`src/rtl/adder_pkg.sv`:
```
// Shared types for the pipelined add/subtract unit.
package adder_pkg;

    typedef enum logic {
        ADD_OP = 1'b0,
        SUB_OP = 1'b1
    } add_op_e;

endpackage

```
`src/rtl/full_adder.sv`:
```
// Single-bit full adder cell, the building block of each ripple-carry slice.
module full_adder (
    input  logic a,
    input  logic b,
    input  logic cin,
    output logic sum,
    output logic cout
);

    assign sum  = a ^ b ^ cin;
    assign cout = (a & b) | (cin & (a ^ b));

endmodule

```
`src/rtl/rca_slice.sv`:
```
// CHUNK-bit combinational ripple-carry slice; also exposes the carry into its MSB
// so the top slice can derive signed overflow.
module rca_slice #(
    parameter int CHUNK = 8
) (
    input  logic [CHUNK-1:0] a,
    input  logic [CHUNK-1:0] b,
    input  logic             cin,
    output logic [CHUNK-1:0] sum,
    output logic             cout,
    output logic             c_msb
);

    logic [CHUNK:0] c;

    assign c[0] = cin;

    for (genvar i = 0; i < CHUNK; i++) begin : g_bit
        full_adder u_fa (
            .a   (a[i]),
            .b   (b[i]),
            .cin (c[i]),
            .sum (sum[i]),
            .cout(c[i+1])
        );
    end

    assign cout  = c[CHUNK];
    assign c_msb = c[CHUNK-1];

endmodule

```
`src/rtl/pipelined_adder.sv`:
```
// Pipelined two's-complement add/subtract, one ripple slice per stage, valid/ready on both sides.
// Optional signed saturation of the result when PIPELINED_ADDER_SAT_EN is defined.
module pipelined_adder
    import adder_pkg::*;
#(
    parameter int WIDTH  = 32,
    parameter int STAGES = 4
) (
    input  logic             clk_i,
    input  logic             rst_i,
    input  logic             in_valid_i,
    output logic             in_ready_o,
    input  logic             op_i,
    input  logic [WIDTH-1:0] a_i,
    input  logic [WIDTH-1:0] b_i,
    output logic             out_valid_o,
    input  logic             out_ready_i,
    output logic [WIDTH-1:0] sum_o,
    output logic             cout_o,
    output logic             overflow_o
);

    localparam int CHUNK = WIDTH / STAGES;

    typedef struct packed {
        logic             valid;
        add_op_e          op;
        logic [WIDTH-1:0] a;
        logic [WIDTH-1:0] b;
        logic [WIDTH-1:0] sum;
        logic             carry;
        logic             c_msb;
`ifdef PIPELINED_ADDER_SAT_EN
        logic             a_sign;
`endif
    } stage_t;

`ifdef PIPELINED_ADDER_SAT_EN
    function automatic logic [WIDTH-1:0] sat_sum(input logic [WIDTH-1:0] s,
                                                 input logic             ovf,
                                                 input logic             a_sign);
        if (!ovf)
            return s;
        return a_sign ? {1'b1, {(WIDTH-1){1'b0}}} : {1'b0, {(WIDTH-1){1'b1}}};
    endfunction
`endif

    stage_t           st  [STAGES];
    stage_t           nxt [STAGES];
    logic             advance;
    logic [WIDTH-1:0] b_eff;

    // The whole pipe moves as one; bubbles travel like data.
    assign advance    = !st[STAGES-1].valid || out_ready_i;
    assign in_ready_o = advance && !rst_i;
    assign b_eff      = (op_i == SUB_OP) ? ~b_i : b_i;

    for (genvar k = 0; k < STAGES; k++) begin : g_stage
        stage_t           prev;
        stage_t           cur;
        logic [CHUNK-1:0] sl_sum;
        logic             sl_cout;
        logic             sl_cmsb;

        if (k == 0) begin : g_first
            // Stage 0 boundary: operands enter with SUB already folded into ~b and carry-in 1.
            always_comb begin
                prev       = '0;
                prev.valid = in_valid_i && in_ready_o;
                prev.op    = add_op_e'(op_i);
                prev.a     = a_i;
                prev.b     = b_eff;
                prev.carry = op_i;
`ifdef PIPELINED_ADDER_SAT_EN
                prev.a_sign = a_i[WIDTH-1];
`endif
            end
        end else begin : g_rest
            // Stage k boundary: fed from the previous stage's registers.
            assign prev = st[k-1];
        end

        rca_slice #(.CHUNK(CHUNK)) u_slice (
            .a    (prev.a[k*CHUNK +: CHUNK]),
            .b    (prev.b[k*CHUNK +: CHUNK]),
            .cin  (prev.carry),
            .sum  (sl_sum),
            .cout (sl_cout),
            .c_msb(sl_cmsb)
        );

        always_comb begin
            cur                        = prev;
            cur.sum[k*CHUNK +: CHUNK]  = sl_sum;
            cur.carry                  = sl_cout;
            cur.c_msb                  = sl_cmsb;
`ifdef PIPELINED_ADDER_SAT_EN
            if (k == STAGES-1)
                cur.sum = sat_sum(cur.sum, sl_cmsb ^ sl_cout, prev.a_sign);
`endif
        end

        assign nxt[k] = cur;
    end

    always_ff @(posedge clk_i or posedge rst_i) begin
        if (rst_i) begin
            for (int k = 0; k < STAGES; k++)
                st[k] <= '0;
        end else if (advance) begin
            for (int k = 0; k < STAGES; k++)
                st[k] <= nxt[k];
        end
    end

    // Output boundary: driven straight from the last stage.
    assign out_valid_o = st[STAGES-1].valid;
    assign sum_o       = st[STAGES-1].sum;
    assign cout_o      = st[STAGES-1].carry;
    assign overflow_o  = st[STAGES-1].c_msb ^ st[STAGES-1].carry;

    logic unused_tail;
`ifdef PIPELINED_ADDER_SAT_EN
    assign unused_tail = ^{1'(st[STAGES-1].op), st[STAGES-1].a, st[STAGES-1].b,
                           st[STAGES-1].a_sign};
`else
    assign unused_tail = ^{1'(st[STAGES-1].op), st[STAGES-1].a, st[STAGES-1].b};
`endif

endmodule

```
`config.mk`:
```
export PLATFORM = sky130hd
export DESIGN_NAME = pipelined_adder
export DESIGN_NICKNAME = d
export VERILOG_FILES = /design/src/rtl/adder_pkg.sv /design/src/rtl/full_adder.sv /design/src/rtl/rca_slice.sv /design/src/rtl/pipelined_adder.sv
export SDC_FILE = /design/constraint.sdc
export NUM_CORES = 1
export LEC_CHECK = 0
export CAP_MARGIN = 40
export CORE_UTILIZATION = 30
export DETAILED_ROUTE_END_ITERATION = 7
export PLACE_DENSITY = 0.56
export SLEW_MARGIN = 20
export SYNTH_ARGS = -nofsm -noshare
export SYNTH_HDL_FRONTEND = slang
export SYNTH_SLANG_ARGS = --single-unit
export TNS_END_PERCENT = 5
```
`constraint.sdc`:
```
create_clock -name clk_i -period 5.21 [get_ports clk_i]
set_input_delay 0.521 -clock clk_i [delete_from_list [all_inputs] [get_ports clk_i]]
set_output_delay 0.521 -clock clk_i [all_outputs]
set_load 0.02 [all_outputs]
```
==> results of run 1 <==
==> where the power goes <==
part	leakage, nW	internal (W)	switching [W]
clock	0.289	0.000679	0.000597
combinational	1.79	0.00123	0.000882
sequential	2.15	0.00206	0.000350
==> worst max-delay path by stage <==
stage	from	cells after the start	slack, ps	to
2_1_floorplan	op_i	12	1080	g_stage[1].cur[9]
3_3_place_gp	b_i[0]	11	910	g_stage[1].cur[9]
3_5_place_dp	b_i[0]	11	860	g_stage[1].cur[9]
4_1_cts	g_stage[2].cur[50]	12	970	g_stage[3].cur[25]
5_1_grt	g_stage[1].cur[74]	12	780	g_stage[2].cur[17]
6_report	g_stage[2].cur[50]	12	1030	g_stage[3].cur[25]
==> critical path, cell delays in order, from the launching register on <==
cell and delay, ps:
dfrtp_1 380, inv_1 80, fa_1 160, inv_1 50, fa_1 440, fa_1 460, fa_1 560, fa_1 490
fa_1 460, fa_1 430, inv_1 90, fa_1 400, a21oi_2 120
==> through the flow <==
| stage | hold slack, ps | utilization, % | cells | setup WS [ps] | instance area (µm²) |
|---|---|---|---|---|---|
| 2_1_floorplan | 430 | - | 540 | 1080 | 8350 |
| 3_3_place_gp | 440 | 34.9 | 962 | 907 | 9470 |
| 3_5_place_dp | 448 | 35.0 | 963 | 858 | 9490 |
| 4_1_cts | 464 | 37.2 | 995 | 974 | 10100 |
| 5_1_grt | 486 | 37.3 | 996 | 777 | 10100 |
| 6_report | 459 | 37.3 | 996 | 1030 | 10100 |
==> final cells by class <==
type,count,area [µm²]
clock buffer,17,425
clock inverter,15,153
fill,2587,17000
inverter,30,116
multi-input combinational,266,3160
sequential,185,4630
tap,372,465
timing repair buffer,111,1150
==> synthesized netlist by cell type <==
library cell,count,area (µm²)
inv_1,30,113
fa_1,31,621
mux2_4,21,315
nor2_1,1,3.75
xor2_1,25,219
mux2i_1,5,50.1
buf_12,2,40.0
buf_4,41,308
buf_6,5,56.3
dfrtp_1,185,4630
clkbuf_1,2,7.51
nor3b_1,12,90.1
xnor2_1,8,70.1
a21oi_1,2,10.0
mux2_2,147,1660
nor2b_1,2,12.5
nand2b_1,2,12.5
a21oi_2,10,87.6
buf_2,9,45.0
==> registers in the layout (all words and copies together), names as in the netlist <==
register,cells
out_valid_o,1
sum_o,32
st,1
g_stage.cur,147
g_stage.prev,3
cout_o,1
==> kinds of logic after synthesis <==
kind of cell    Yosys count
flops                   185
simple gates             17
compound gates           12
fa+ha+maj                31
buf+inv                  89
mux                     173
xor+xnor                 33
==> layer usage <==
layer	wire length [µm]	GRT usage, %	part of all wire (%)	up-vias
met5	0	0	0	-
met3	435	2.38	3.0	10
met1	6830	14.6	47	2148
li1	-	-	-	1914
met4	221	4.27	1.5	0
met2	7190	18.1	49	67
==> impl_metrics.json, run 1 <==
{
  "outcome": "completed",
  "tightest_slew_ps": 785,
  "die_area_mm2": 0.0285,
  "rr_worst_depth": 12,
  "finalHoldViolCount": 0,
  "place_hpwl_um": 9760,
  "r2r-start": "g_stage[2].cur[50]",
  "drt_iter0_markers": 178,
  "whs_path_depth": 1,
  "finalWorstPathRequiredPeriod_ps": 4180,
  "std_cell_rows": 60,
  "tns_ps": 0,
  "start_kind": "flop",
  "cp-end-kind": "flop",
  "place.gp.congestion": 0.713,
  "antenna_cells": 0,
  "drc": 0,
  "max_cap_viol_count": 0,
  "relSlewSlack_pct": 47.7,
  "synthesis.nets": 640,
  "grt_pass1_vias": 4637,
  "synthSimpleGateAreaFrac_pct": 1.42,
  "drtAntennaViolNets": 0,
  "ctsHtreeMaxLevel": 4,
  "dieHeight_um": 169,
  "hold_path_class": "reg -> reg",
  "p_leak_nw": 4.23,
  "cellPowerDensity_mw_per_mm2": 574,
  "synth_top_family_by_area": "multiplexers",
  "syn2layout_area_growth_pct": 21.0,
  "wl_um": 14700,
  "synth_fa_ha_area_share_pct": 7.44,
  "root_buffer": "clkbuf_16",
  "grt_overflow_total": 0,
  "start_util_pct": 30.8,
  "post-cts-setup-buffer-count": 0,
  "via_count": 4139,
  "final_common_cell": "dfrtp_1",
  "ir_drop_uv": 234,
  "viasPerCell": 4.16,
  "clk_pin_slew_ps": 70,
  "finalSetupViolCount": 0,
  "drv_slew": 0,
  "max_freq_ghz": 0.239,
  "power_w": 0.00579,
  "cp.required_ps": 5560,
  "tritoncts": "yes",
  "port_buffers": 104,
  "synthMuxAreaShare_pct": 24.2,
  "cts_resized": 0,
  "core_area_mm2": 0.0271,
  "ff2ff_setup_slack_ps": 1030,
  "hold_buffers": 0,
  "seq_area_frac_synth_pct": 55.5,
  "syn-mean-instance-area_um2": 15.5,
  "cts_num_sinks": 185,
  "die_width_um": 169,
  "worstHoldEndpoint": "out_valid_o",
  "grt_pass1_wl_um": 24500,
  "layout_common_cells": "185 x dfrtp_1, 147 x mux2_2, 103 x clkdlybuf4s50_1",
  "grt_max_degree": 118,
  "synth-warning-count": 0,
  "worst_r2r_endpoint": "g_stage[3].cur[25]",
  "nets": 711,
  "min_from": "g_stage[3].cur[99]",
  "drt_pass1_iterations": 4,
  "io_pins": 105,
  "critPathKind": "reg -> reg",
  "wl_per_cell_um": 14.7,
  "grt_util_all_layers_pct": 11.2,
  "synth_compound_gate_area_share_pct": 1.17,
  "syn_area_mm2": 0.00835,
  "clock_path_buffers": 2,
  "clock_latency_ps": 430,
  "post_synth_num_cell_types": 19,
  "timing.final.crit_share_pct": 80.3,
  "synthCells": 540,
  "synth_seq_cells": 185,
  "fin_skew_ps": 10.7,
  "layout-drive-gt1-share_pct": 35.4,
  "numCtsBuffers": 17,
  "rsz0062_at_grt": "no",
  "synth_xor_area_share_pct": 3.46,
  "cp_data_arrival_time_ps": 4530,
  "worstPathMaxFanout": 2,
  "antenna_found_initial": 0
}
Note: power is estimated with default switching activity, not from simulation.
==> inputs of run 2 (changes only) <==
--- a/config.mk
+++ b/config.mk
@@ -8,7 +8,7 @@
 export CAP_MARGIN = 40
 export CORE_UTILIZATION = 30
 export DETAILED_ROUTE_END_ITERATION = 7
-export PLACE_DENSITY = 0.56
+export PLACE_DENSITY = 0.54
 export SLEW_MARGIN = 20
 export SYNTH_ARGS = -nofsm -noshare
 export SYNTH_HDL_FRONTEND = slang
==> constraint.sdc (replaced) <==
create_clock -name clk_i -period 3.9 [get_ports clk_i]
set_input_delay 0.39 -clock clk_i [delete_from_list [all_inputs] [get_ports clk_i]]
set_output_delay 0.39 -clock clk_i [all_outputs]
set_load 0.02 [all_outputs]
==> run 2 against run 1 <==
Flip-flop and latch count stayed put. Die area unchanged. Via count up 1.7%. Power is 36% higher. Final area rose by 1.2%. Sequential power up 34%. Sequential share of layout area is 0.53 points lower. Count of clock-buffer cells in the layout is the same. Largest power group unchanged.
==> impl_metrics.json, run 2 (synthesized netlist as in run 1, its figures left out) <==
{
  "root_buffer": "clkbuf_16",
  "drc": 0,
  "max_cap_viol_count": 0,
  "hold_path_class": "in -> async",
  "dpl-instance-area_mm2": 0.00956,
  "place_hpwl_um": 10100,
  "cellPowerDensity_mw_per_mm2": 773,
  "wl_per_cell_um": 14.7,
  "grt_overflow_total": 0,
  "fin_skew_ps": 10.2,
  "drv_slew": 0,
  "final_area_mm2": 0.0102,
  "ir_drop_uv": 255,
  "finalNonFillerCells": 1003,
  "relSlewSlack_pct": 52.6,
  "largest_reg_flops": 147,
  "place.gp.congestion": 0.707,
  "drt_pass1_iterations": 4,
  "wl_um": 14800,
  "antenna_found_initial": 0,
  "cp-end-kind": "flop",
  "nets": 718,
  "core_area_mm2": 0.0271,
  "place_inst": 971,
  "clock_path_buffers": 2,
  "drt_iter0_markers": 118,
  "final_core_util_pct": 37.7,
  "tritoncts": "yes",
  "fillers": 2561,
  "ctsHtreeMaxLevel": 4,
  "max_freq_ghz": 0.264,
  "viasPerCell": 4.20,
  "hold_buffers": 0,
  "tightest_slew_ps": 711,
  "clock_latency_ps": 440,
  "finalHoldViolCount": 0,
  "drtAntennaViolNets": 0,
  "worstPathMaxFanout": 2,
  "outcome": "completed",
  "critPathKind": "reg -> reg",
  "grt_pass1_wl_um": 24700,
  "cp.required_ps": 4260,
  "finalWorstPathRequiredPeriod_ps": 3790,
  "layout-drive-gt1-share_pct": 39.1,
  "rsz0062_at_grt": "no",
  "grt_pass1_vias": 4677,
  "syn2layout_area_growth_pct": 22.4,
  "die_area_mm2": 0.0285,
  "cts_num_sinks": 185,
  "port_buffers": 104,
  "p_leak_nw": 4.25,
  "grt_max_degree": 118,
  "final_common_cell": "dfrtp_1",
  "start_kind": "flop",
  "layout_common_cells": "185 x dfrtp_1, 147 x mux2_2, 103 x clkdlybuf4s50_1",
  "std_cell_rows": 60,
  "antenna_cells": 0,
  "grt_util_all_layers_pct": 11.2,
  "cp_data_arrival_time_ps": 4150,
  "numCtsBuffers": 17,
  "timing.final.crit_share_pct": 97.1,
  "finalSetupViolCount": 0,
  "dieHeight_um": 169,
  "clk_pin_slew_ps": 80,
  "start_util_pct": 30.8,
  "via_count": 4208,
  "die_width_um": 169,
  "io_pins": 105
}
==> run 2: cell count changes in the layout (fill, tap and decap cells not counted), moves of 2 or more <==
| cell | delta |
|---|---|
| buf_4 | +7 |
| clkinv_2 | -2 |
| clkinv_4 | -2 |
| clkinv_8 | +3 |
| fa_1 | -14 |
| fa_2 | +14 |
| inv_1 | -5 |
| inv_2 | +5 |
| inv_6 | -4 |
| inv_8 | +4 |
==> run 2: final cells by class <==
class,count,area [µm²],share of cell area (%)
Inverter,30,116,1.14
Sequential cell,185,4630,45.3
Tap cell,372,465,4.56
Multi-Input combinational cell,266,3200,31.3
Clock inverter,15,191,1.87
Clock buffer,17,425,4.16
Timing Repair Buffer,118,1190,11.7
==> run 2: path summary, 6_finish.rpt <==
path	from	endpoint	slack, ps	depth (start not counted)
min in group clk_i	g_stage[3].cur[99]	out_valid_o	460	1
worst min-delay path	rst_i	g_stage[1].cur[65]	310	2
worst max register to register	g_stage[2].cur[82]	g_stage[3].cur[25]	110	12
worst min register to register	g_stage[3].cur[99]	out_valid_o	460	1
max in group asynchronous	rst_i	g_stage[1].cur[58]	2840	3
worst max-delay path	g_stage[2].cur[82]	g_stage[3].cur[25]	110	12
==> run 2: critical path, stage by stage (launching register included) <==
cell	delay, ps
dfrtp_1	380
inv_1	80
fa_1	170
inv_1	60
fa_2	390
fa_2	400
fa_2	410
fa_2	400
fa_2	410
fa_1	440
inv_2	70
fa_1	390
a21oi_2	120
==> run 2: stage by stage <==
stage	worst slack (ps)	setup TNS [ps]	hold slack (ps)	power, W
6_report	113	0	314	0.00790
2_1_floorplan	-97.8	-279	430	0.00545
3_5_place_dp	-345	-1490	445	0.00620
3_3_place_gp	-263	-1200	441	0.00609
4_1_cts	3.23	0	297	0.00805
5_1_grt	11.8	0	335	0.00847
==> run 2: what timing repair did <==
action | CTS | global route
gates cloned | 0 | 0
setup buffers | 0 | 0
setup endpoints to repair | 6 | 4
pin swaps | 3 | 5
gates resized for setup | 11 | 8
==> run 2: power breakdown <==
group | internal [W] | switching, W | total (W)
clock | 0.000932 | 0.000846 | 0.00178
combinational | 0.00170 | 0.00120 | 0.00290
sequential | 0.00275 | 0.000481 | 0.00323
==> run 2: per-layer routing <==
metal  wire, µm  GRT usage, %  up-vias
li1           -             -     1927
met1       6810          14.8     2190
met2       7230          17.8       74
met3        481          2.36       17
met4        261          4.78        0
met5          0             0        -
